`src/rtl/ex_mem_pipe_reg_pkg.sv`:
```
// Shared RISC-V definitions used by the EX/MEM pipeline stage: opcodes, the
// default-width EX/MEM payload record and the link-instruction decode.
package risc_v_pkg;

    localparam logic [6:0] JAL  = 7'b1101111;
    localparam logic [6:0] JALR = 7'b1100111;

    localparam int unsigned PAYLOAD_REG_WIDTH  = 32;
    localparam int unsigned PAYLOAD_ADDR_WIDTH = 5;

    typedef struct packed {
        logic [PAYLOAD_REG_WIDTH-1:0]  alu_out;
        logic [PAYLOAD_REG_WIDTH-1:0]  dataB;
        logic [6:0]                    inst_opcode;
        logic [PAYLOAD_ADDR_WIDTH-1:0] rs1;
        logic [PAYLOAD_ADDR_WIDTH-1:0] rs2;
        logic [PAYLOAD_ADDR_WIDTH-1:0] rd;
        logic                          reg_write_en;
        logic                          mem_write_en;
        logic                          wb_sel;
    } ex_mem_payload_t;

    function automatic logic is_link(input logic [6:0] opcode);
        return (opcode == JAL) || (opcode == JALR);
    endfunction

endpackage

```
`src/rtl/ex_mem_pipe_reg_if.sv`:
```
// EX/MEM stage bundle: EX-side payload and handshake, MEM-side registered
// payload and handshake, flush and the back-pressure counter.
interface ex_mem_pipe_reg_if #(
    parameter int REG_WIDTH       = 32,
    parameter int REG_ADDR_WIDTH  = 5,
    parameter int PC_WIDTH        = 32,
    parameter int STALL_CNT_WIDTH = 16
);
    logic                       flush;
    logic                       in_valid;
    logic                       in_ready;
    logic [REG_WIDTH-1:0]       alu_out;
    logic [REG_WIDTH-1:0]       dataB;
    logic [PC_WIDTH-1:0]        pc_next;
    logic [6:0]                 inst_opcode;
    logic [REG_ADDR_WIDTH-1:0]  rs1;
    logic [REG_ADDR_WIDTH-1:0]  rs2;
    logic [REG_ADDR_WIDTH-1:0]  rd;
    logic                       reg_write_en;
    logic                       mem_write_en;
    logic                       wb_sel;
    logic                       out_valid;
    logic                       out_ready;
    logic [REG_WIDTH-1:0]       EX_MEM_alu_out;
    logic [REG_WIDTH-1:0]       EX_MEM_dataB;
    logic [6:0]                 EX_MEM_inst_opcode;
    logic [REG_ADDR_WIDTH-1:0]  EX_MEM_rs1;
    logic [REG_ADDR_WIDTH-1:0]  EX_MEM_rs2;
    logic [REG_ADDR_WIDTH-1:0]  EX_MEM_rd;
    logic                       EX_MEM_reg_write_en;
    logic                       EX_MEM_mem_write_en;
    logic                       EX_MEM_wb_sel;
    logic [STALL_CNT_WIDTH-1:0] stall_cnt;

    // The pipeline stage itself.
    modport master (
        input  flush, in_valid, alu_out, dataB, pc_next, inst_opcode,
               rs1, rs2, rd, reg_write_en, mem_write_en, wb_sel, out_ready,
        output in_ready, out_valid, EX_MEM_alu_out, EX_MEM_dataB,
               EX_MEM_inst_opcode, EX_MEM_rs1, EX_MEM_rs2, EX_MEM_rd,
               EX_MEM_reg_write_en, EX_MEM_mem_write_en, EX_MEM_wb_sel,
               stall_cnt
    );

    // The surrounding EX and MEM logic.
    modport slave (
        output flush, in_valid, alu_out, dataB, pc_next, inst_opcode,
               rs1, rs2, rd, reg_write_en, mem_write_en, wb_sel, out_ready,
        input  in_ready, out_valid, EX_MEM_alu_out, EX_MEM_dataB,
               EX_MEM_inst_opcode, EX_MEM_rs1, EX_MEM_rs2, EX_MEM_rd,
               EX_MEM_reg_write_en, EX_MEM_mem_write_en, EX_MEM_wb_sel,
               stall_cnt
    );

endinterface

```
`src/rtl/ex_mem_pipe_reg_skid_buf.sv`:
```
// Generic single-entry skid buffer; clear discards the entry, load fills it,
// pop empties it. Used by the EX/MEM stage when EX_MEM_SKID_EN is defined.
module pipe_skid_buf
    import risc_v_pkg::*;
#(
    parameter type T = ex_mem_payload_t
) (
    input  logic clk,
    input  logic reset_n,
    input  logic clear,
    input  logic load,
    input  logic pop,
    input  T     data_in,
    output logic valid,
    output T     data_out
);

    logic valid_q;
    T     data_q;

    always_ff @(posedge clk or negedge reset_n) begin
        if (!reset_n) begin
            valid_q <= 1'b0;
            data_q  <= '0;
        end else if (clear) begin
            valid_q <= 1'b0;
        end else if (load) begin
            valid_q <= 1'b1;
            data_q  <= data_in;
        end else if (pop) begin
            valid_q <= 1'b0;
        end
    end

    assign valid    = valid_q;
    assign data_out = data_q;

endmodule

```
`src/rtl/ex_mem_pipe_reg.sv`:
```
// EX/MEM pipeline stage with valid/ready handshake, flush, bubble insertion,
// JAL/JALR link select and a saturating back-pressure counter.
// Optional skid entry enabled by defining EX_MEM_SKID_EN.
module ex_mem_pipe_reg
    import risc_v_pkg::*;
#(
    parameter int REG_WIDTH       = 32,
    parameter int REG_ADDR_WIDTH  = 5,
    parameter int PC_WIDTH        = 32,
    parameter int STALL_CNT_WIDTH = 16
) (
    input  logic              clk,
    input  logic              reset_n,
    ex_mem_pipe_reg_if.master bus
);

    typedef struct packed {
        logic [REG_WIDTH-1:0]      alu_out;
        logic [REG_WIDTH-1:0]      dataB;
        logic [6:0]                inst_opcode;
        logic [REG_ADDR_WIDTH-1:0] rs1;
        logic [REG_ADDR_WIDTH-1:0] rs2;
        logic [REG_ADDR_WIDTH-1:0] rd;
        logic                      reg_write_en;
        logic                      mem_write_en;
        logic                      wb_sel;
    } payload_t;

    payload_t                   cap;
    payload_t                   main_q;
    payload_t                   main_src;
    logic                       out_valid_q;
    logic                       main_free;
    logic                       accept;
    logic                       rel;
    logic                       load_main;
    logic                       in_ready;
    logic [STALL_CNT_WIDTH-1:0] stall_q;

    // JAL/JALR write the return address (PC+4) instead of the ALU result.
    always_comb begin
        cap              = '0;
        cap.alu_out      = is_link(bus.inst_opcode) ? REG_WIDTH'(bus.pc_next)
                                                    : bus.alu_out;
        cap.dataB        = bus.dataB;
        cap.inst_opcode  = bus.inst_opcode;
        cap.rs1          = bus.rs1;
        cap.rs2          = bus.rs2;
        cap.rd           = bus.rd;
        cap.reg_write_en = bus.reg_write_en;
        cap.mem_write_en = bus.mem_write_en;
        cap.wb_sel       = bus.wb_sel;
    end

    assign rel       = out_valid_q & bus.out_ready;
    assign main_free = ~out_valid_q | bus.out_ready;
    assign accept    = bus.in_valid & in_ready;

`ifdef EX_MEM_SKID_EN
    logic     skid_valid;
    logic     skid_load;
    logic     skid_pop;
    payload_t skid_data;

    // in_ready depends only on the registered skid state (plus flush), so
    // out_ready no longer reaches in_ready combinationally.
    assign in_ready  = ~bus.flush & ~skid_valid;
    assign skid_load = accept & ~main_free;
    assign skid_pop  = rel & skid_valid;
    assign load_main = ~bus.flush & (skid_pop | (accept & main_free));
    assign main_src  = skid_valid ? skid_data : cap;

    pipe_skid_buf #(
        .T(payload_t)
    ) u_skid (
        .clk      (clk),
        .reset_n  (reset_n),
        .clear    (bus.flush),
        .load     (skid_load),
        .pop      (skid_pop),
        .data_in  (cap),
        .valid    (skid_valid),
        .data_out (skid_data)
    );
`else
    assign in_ready  = ~bus.flush & main_free;
    assign load_main = accept;
    assign main_src  = cap;
`endif

    // Write enables are cleared on every emptying event so MEM/WB can use
    // them without gating by out_valid; the rest of the payload holds.
    always_ff @(posedge clk or negedge reset_n) begin
        if (!reset_n) begin
            out_valid_q <= 1'b0;
            main_q      <= '0;
        end else if (bus.flush) begin
            out_valid_q         <= 1'b0;
            main_q.reg_write_en <= 1'b0;
            main_q.mem_write_en <= 1'b0;
        end else if (load_main) begin
            out_valid_q <= 1'b1;
            main_q      <= main_src;
        end else if (rel) begin
            out_valid_q         <= 1'b0;
            main_q.reg_write_en <= 1'b0;
            main_q.mem_write_en <= 1'b0;
        end
    end

    always_ff @(posedge clk or negedge reset_n) begin
        if (!reset_n) begin
            stall_q <= '0;
        end else if (out_valid_q && !bus.out_ready && !(&stall_q)) begin
            stall_q <= stall_q + 1'b1;
        end
    end

    assign bus.in_ready            = in_ready;
    assign bus.out_valid           = out_valid_q;
    assign bus.EX_MEM_alu_out      = main_q.alu_out;
    assign bus.EX_MEM_dataB        = main_q.dataB;
    assign bus.EX_MEM_inst_opcode  = main_q.inst_opcode;
    assign bus.EX_MEM_rs1          = main_q.rs1;
    assign bus.EX_MEM_rs2          = main_q.rs2;
    assign bus.EX_MEM_rd           = main_q.rd;
    assign bus.EX_MEM_reg_write_en = main_q.reg_write_en;
    assign bus.EX_MEM_mem_write_en = main_q.mem_write_en;
    assign bus.EX_MEM_wb_sel       = main_q.wb_sel;
    assign bus.stall_cnt           = stall_q;

endmodule

```
`src/flat_wrapper.sv`:
```
// flat-port wrapper written by rule: the top's interface ports become plain ports
module ex_mem_pipe_reg_flat import risc_v_pkg::*;
#(
    parameter int REG_WIDTH       = 32,
    parameter int REG_ADDR_WIDTH  = 5,
    parameter int PC_WIDTH        = 32,
    parameter int STALL_CNT_WIDTH = 16
)
  (clk, reset_n, bus_flush, bus_in_valid, bus_alu_out, bus_dataB, bus_pc_next, bus_inst_opcode, bus_rs1, bus_rs2, bus_rd, bus_reg_write_en, bus_mem_write_en, bus_wb_sel, bus_out_ready, bus_in_ready, bus_out_valid, bus_EX_MEM_alu_out, bus_EX_MEM_dataB, bus_EX_MEM_inst_opcode, bus_EX_MEM_rs1, bus_EX_MEM_rs2, bus_EX_MEM_rd, bus_EX_MEM_reg_write_en, bus_EX_MEM_mem_write_en, bus_EX_MEM_wb_sel, bus_stall_cnt);
  ex_mem_pipe_reg_if #(.REG_WIDTH(REG_WIDTH), .REG_ADDR_WIDTH(REG_ADDR_WIDTH), .PC_WIDTH(PC_WIDTH), .STALL_CNT_WIDTH(STALL_CNT_WIDTH)) bus_i ();
  input  logic clk;
  input  logic reset_n;
  input wire logic [$bits(bus_i.flush)-1:0] bus_flush;
  input wire logic [$bits(bus_i.in_valid)-1:0] bus_in_valid;
  input wire logic [$bits(bus_i.alu_out)-1:0] bus_alu_out;
  input wire logic [$bits(bus_i.dataB)-1:0] bus_dataB;
  input wire logic [$bits(bus_i.pc_next)-1:0] bus_pc_next;
  input wire logic [$bits(bus_i.inst_opcode)-1:0] bus_inst_opcode;
  input wire logic [$bits(bus_i.rs1)-1:0] bus_rs1;
  input wire logic [$bits(bus_i.rs2)-1:0] bus_rs2;
  input wire logic [$bits(bus_i.rd)-1:0] bus_rd;
  input wire logic [$bits(bus_i.reg_write_en)-1:0] bus_reg_write_en;
  input wire logic [$bits(bus_i.mem_write_en)-1:0] bus_mem_write_en;
  input wire logic [$bits(bus_i.wb_sel)-1:0] bus_wb_sel;
  input wire logic [$bits(bus_i.out_ready)-1:0] bus_out_ready;
  output wire logic [$bits(bus_i.in_ready)-1:0] bus_in_ready;
  output wire logic [$bits(bus_i.out_valid)-1:0] bus_out_valid;
  output wire logic [$bits(bus_i.EX_MEM_alu_out)-1:0] bus_EX_MEM_alu_out;
  output wire logic [$bits(bus_i.EX_MEM_dataB)-1:0] bus_EX_MEM_dataB;
  output wire logic [$bits(bus_i.EX_MEM_inst_opcode)-1:0] bus_EX_MEM_inst_opcode;
  output wire logic [$bits(bus_i.EX_MEM_rs1)-1:0] bus_EX_MEM_rs1;
  output wire logic [$bits(bus_i.EX_MEM_rs2)-1:0] bus_EX_MEM_rs2;
  output wire logic [$bits(bus_i.EX_MEM_rd)-1:0] bus_EX_MEM_rd;
  output wire logic [$bits(bus_i.EX_MEM_reg_write_en)-1:0] bus_EX_MEM_reg_write_en;
  output wire logic [$bits(bus_i.EX_MEM_mem_write_en)-1:0] bus_EX_MEM_mem_write_en;
  output wire logic [$bits(bus_i.EX_MEM_wb_sel)-1:0] bus_EX_MEM_wb_sel;
  output wire logic [$bits(bus_i.stall_cnt)-1:0] bus_stall_cnt;
  assign bus_i.flush = bus_flush;
  assign bus_i.in_valid = bus_in_valid;
  assign bus_i.alu_out = bus_alu_out;
  assign bus_i.dataB = bus_dataB;
  assign bus_i.pc_next = bus_pc_next;
  assign bus_i.inst_opcode = bus_inst_opcode;
  assign bus_i.rs1 = bus_rs1;
  assign bus_i.rs2 = bus_rs2;
  assign bus_i.rd = bus_rd;
  assign bus_i.reg_write_en = bus_reg_write_en;
  assign bus_i.mem_write_en = bus_mem_write_en;
  assign bus_i.wb_sel = bus_wb_sel;
  assign bus_i.out_ready = bus_out_ready;
  assign bus_in_ready = bus_i.in_ready;
  assign bus_out_valid = bus_i.out_valid;
  assign bus_EX_MEM_alu_out = bus_i.EX_MEM_alu_out;
  assign bus_EX_MEM_dataB = bus_i.EX_MEM_dataB;
  assign bus_EX_MEM_inst_opcode = bus_i.EX_MEM_inst_opcode;
  assign bus_EX_MEM_rs1 = bus_i.EX_MEM_rs1;
  assign bus_EX_MEM_rs2 = bus_i.EX_MEM_rs2;
  assign bus_EX_MEM_rd = bus_i.EX_MEM_rd;
  assign bus_EX_MEM_reg_write_en = bus_i.EX_MEM_reg_write_en;
  assign bus_EX_MEM_mem_write_en = bus_i.EX_MEM_mem_write_en;
  assign bus_EX_MEM_wb_sel = bus_i.EX_MEM_wb_sel;
  assign bus_stall_cnt = bus_i.stall_cnt;
  ex_mem_pipe_reg #(.REG_WIDTH(REG_WIDTH), .REG_ADDR_WIDTH(REG_ADDR_WIDTH), .PC_WIDTH(PC_WIDTH), .STALL_CNT_WIDTH(STALL_CNT_WIDTH)) u_core (.clk(clk), .reset_n(reset_n), .bus(bus_i));
endmodule
```
`config.mk`:
```
export PLATFORM = sky130hd
export DESIGN_NAME = ex_mem_pipe_reg_flat
export DESIGN_NICKNAME = d
export VERILOG_FILES = /design/src/rtl/ex_mem_pipe_reg_pkg.sv /design/src/rtl/ex_mem_pipe_reg_if.sv /design/src/rtl/ex_mem_pipe_reg_skid_buf.sv /design/src/rtl/ex_mem_pipe_reg.sv /design/src/flat_wrapper.sv
export SDC_FILE = /design/constraint.sdc
export NUM_CORES = 1
export LEC_CHECK = 0
export BUFFER_PORTS_ARGS = -buffer_cell sky130_fd_sc_hd__buf_4
export CAP_MARGIN = 20
export CORE_UTILIZATION = 49
export CTS_BUF_LIST = sky130_fd_sc_hd__clkbuf_4 sky130_fd_sc_hd__clkbuf_8 sky130_fd_sc_hd__clkbuf_16
export DETAILED_ROUTE_END_ITERATION = 10
export PLACE_DENSITY = 0.95
export SETUP_SLACK_MARGIN = 0.5
export SLEW_MARGIN = 10
export SYNTH_ARGS = -nofsm -noshare
export SYNTH_HDL_FRONTEND = slang
export SYNTH_SLANG_ARGS = --single-unit
```
`constraint.sdc`:
```
create_clock -name clk -period 3.74 [get_ports clk]
set_input_delay 0.187 -clock clk [delete_from_list [all_inputs] [get_ports clk]]
set_output_delay 0.187 -clock clk [all_outputs]
set_load 0.01 [all_outputs]
```
==> results by group <==
STA
  • Fin crit share: 50.63%
  • Rel. slew slack: around 53%
  • Skew final: 0.01091 ns
  • Fin crit period: about 1.9 ns
  • Hold Violations, Final: 0
  • TNS Setup: 0 ns
  • Final Max Slew Viols: 0
  • Count of final setup violators: 0
  • RSZ-0062 raised after global routing: no
  • Post-route setup slack: between 1.5 and 2 ns
  • Max Freq: 0.5281 GHz
  • Worst slew pin tran: 0.7031 ns

Clocking
  • Clock sink count: 106
  • CTS Root Buffer Type: clkbuf_8
  • Worst skew pair latency: 0.35 ns
  • CTS Buf Count: 9
  • Gates resized, CTS repair: 0
  • Postcts setup bufs: 0
  • CTS hold repair buffers: 0
  • CTS tree: yes
  • CTS H-tree depth: 3
  • Max clock buf depth: 2
  • CTS clk-pin slew, worst paths: roughly 0.10 ns

Global routing
  • Largest net degree at the start of global routing: 120
  • Total GRT Usage: between 20% and 30%
  • Initial antenna violation count: 0
  • Global route overflow: 0
  • Vias in the first global route: 3746
  • First-pass GRT wire length: 19.04 mm

Detailed routing
  • DRT Pass-1 Iters: 4
  • Iter 0 DRT Violations: between 100 and 150
  • Routed WL: 12.12 mm
  • DRT antenna net count: 0
  • Vias/cell: 5.188
  • Routed via count: 3564
  • WL/cell: 17.64 um
  • # DRC: 0

Outcome
  • Status: complete, no violations

Pwr
  • Leak pwr: 3.194 nW
  • Worst VDD drop: 0.0002723 V
  • Pwr Density: between 400 and 500 nW/um^2

Floorplan
  • Core area: 8721 um^2
  • Die area: 9424 um^2
  • Starting Density: approximately 51%
  • I/O pin count: 233
  • Die X: ~97 um
  • FP Rows: 34
  • Die Span Y: 97.08 um

Synthesis
  • Post-synthesis async set-or-reset flop share: 100.0%
  • Yosys cell types: 31
  • Net Count, Synth: ~470
  • Syn Area/Cell: 12.88 um^2
  • #FFs+latches synth: 106
  • Largest family of logic cells by synthesized area: multiplexers
  • Post-Syn Area: 4429 um^2
  • Post-synthesis xor/xnor area fraction: 2.373%
  • Mapped Cells: 344
  • Synth Flop Type: dfrtp_1
  • Post-synthesis mux area share: about 22%
  • Post-synthesis simple-gate area fraction: 8.927%
  • Post-synth EDFFs: 0
  • Synth Warn #: 0
  • Adder-cell share of the synthesized area: 0.2825%
  • Compound-Gate Fraction of Synth Area: 4.407%
  • Post-synthesis sequential area ratio: 59.89%

Setup path
  • Crit path DAT: between 2 and 2.5 ns
  • Worst Path Required: 3.99 ns
  • Crit path max fanout: 4
  • CP Capture Type: register
  • CP Launch Type: register
  • Crit path kind: register to register

Place
  • Routability cong.: 0.8633
  • Number of port buffers: 232
  • Dpl ws: 1.912 ns
  • Final HPWL DP: about 8.9 mm

Cells and area
  • Multi-input combinational cell area: 1692 um^2
  • Commonest non-fill, non-tap cell in the layout: buf_4
  • Layout net count: 702
  • Layout cell share with drive strength beyond 1: 53.71%
  • Fillers: between 500 and 600
  • Diode count: 0
  • Commonest cells after routing, fill and taps aside: buf_4, dfrtp_1, mux2_2
  • P&R area growth vs syn: 47.94%
  • Register Area: 2653 um^2

Worst hold path
  • Hold Crit Class: input pin to register

Run
  • Max-cap viol count: 0
## path summary, 6_finish.rpt
check	start	endpoint	slack, ns	depth (start not counted)
worst min register to register	u_core.bus.EX_MEM_alu_out[22]	u_core.bus.EX_MEM_alu_out[22]	0.48	2
max in group asynchronous	reset_n	u_core.bus.EX_MEM_alu_out[27]	2.52	4
worst min-delay path	bus_dataB[26]	u_core.bus.EX_MEM_dataB[26]	0.06	2
worst max-delay path	u_core.bus.stall_cnt[0]	u_core.bus.stall_cnt[14]	1.85	5
worst max register to register	u_core.bus.stall_cnt[0]	u_core.bus.stall_cnt[14]	1.85	5
min in group asynchronous	reset_n	u_core.bus.stall_cnt[13]	0.28	2
## area by class of cell
class                   count  area share (%)
repair buffers            238           28.15
clock buffers              11           2.310
flip-flops and latches    106           40.48
inverters                   1         0.05728
multi-input cells         219           25.82
well taps                 108           2.062
clock inverters             4           1.127
## synthesized netlist by cell type (all sizes together), types with 2 or more instances
cell | instances | share of area [%]
nand2 | 38 | 3.2
and3 | 2 | 0.28
o21ai | 34 | 3.8
xnor2 | 3 | 0.59
mux2 | 57 | 15
nand4 | 8 | 1.1
nand3 | 5 | 0.56
mux2i | 33 | 7.5
nand2b | 2 | 0.28
a32oi | 2 | 0.40
xor2 | 9 | 1.8
nor4 | 4 | 0.90
dfrtp | 106 | 60
clkbuf | 5 | 0.42
nor2 | 10 | 0.90
nor3 | 3 | 0.34
buf | 13 | 1.6
## worst max-delay path, stage by stage, from the launching register on
cell and delay, ns:
dfrtp_1 0.46, ha_1 0.22, nand3_1 0.19, nor3_1 0.46, nand4_1 0.18, mux2_2 0.29
## report_power, final
group / switching, mW / internal [mW]
logic: 0.321 / 0.446
registers: 0.138 / 1.33
clock network: 0.383 / 0.412
total: 0.842 / 2.18
## state kept, by name (all words and copies together), names as in the netlist, 5 cells and up
register	cells
u_core.bus.EX_MEM_alu_out	32
u_core.bus.EX_MEM_dataB	32
u_core.bus.EX_MEM_inst_opcode	7
u_core.bus.EX_MEM_rd	5
u_core.bus.EX_MEM_rs1	5
u_core.bus.EX_MEM_rs2	5
u_core.bus.stall_cnt	16
## stage by stage
stage / hold WS (ns) / utilization (%) / instance area [um^2] / instances / total power, mW
after floorplan: -0.1086 / - / 4429 / 344 / 1.750
after global placement: 0.3791 / 71.69 / 6252 / 668 / 2.206
after detailed placement: 0.3860 / 72.01 / 6280 / 669 / 2.249
after CTS: 0.004861 / 74.59 / 6505 / 684 / 3.041
after global routing: 0.03537 / 75.14 / 6553 / 687 / 3.166
final: 0.05799 / 75.14 / 6553 / 687 / 3.027
## cells by family (layout without fill, tap and decap cells)
| kind of cell | after synthesis | count (layout) |
|---|---|---|
| XOR/XNOR | 12 | 12 |
| adder cells (fa/ha/maj) | 1 | 1 |
| AND/OR/NAND/NOR | 79 | 79 |
| buffers and inverters | 19 | 254 |
| AO/OA/AOI/OAI | 37 | 37 |
| flip-flops | 106 | 106 |
| multiplexers | 90 | 90 |
## per-layer routing
metal  GRT usage [%]  routed length [um]
met4           9.414                 311
met1           30.08                4483
met2           45.34                6483
met3           6.475                 840
met5               0                   0
No activity file was read; power rests on OpenSTA's default activity.
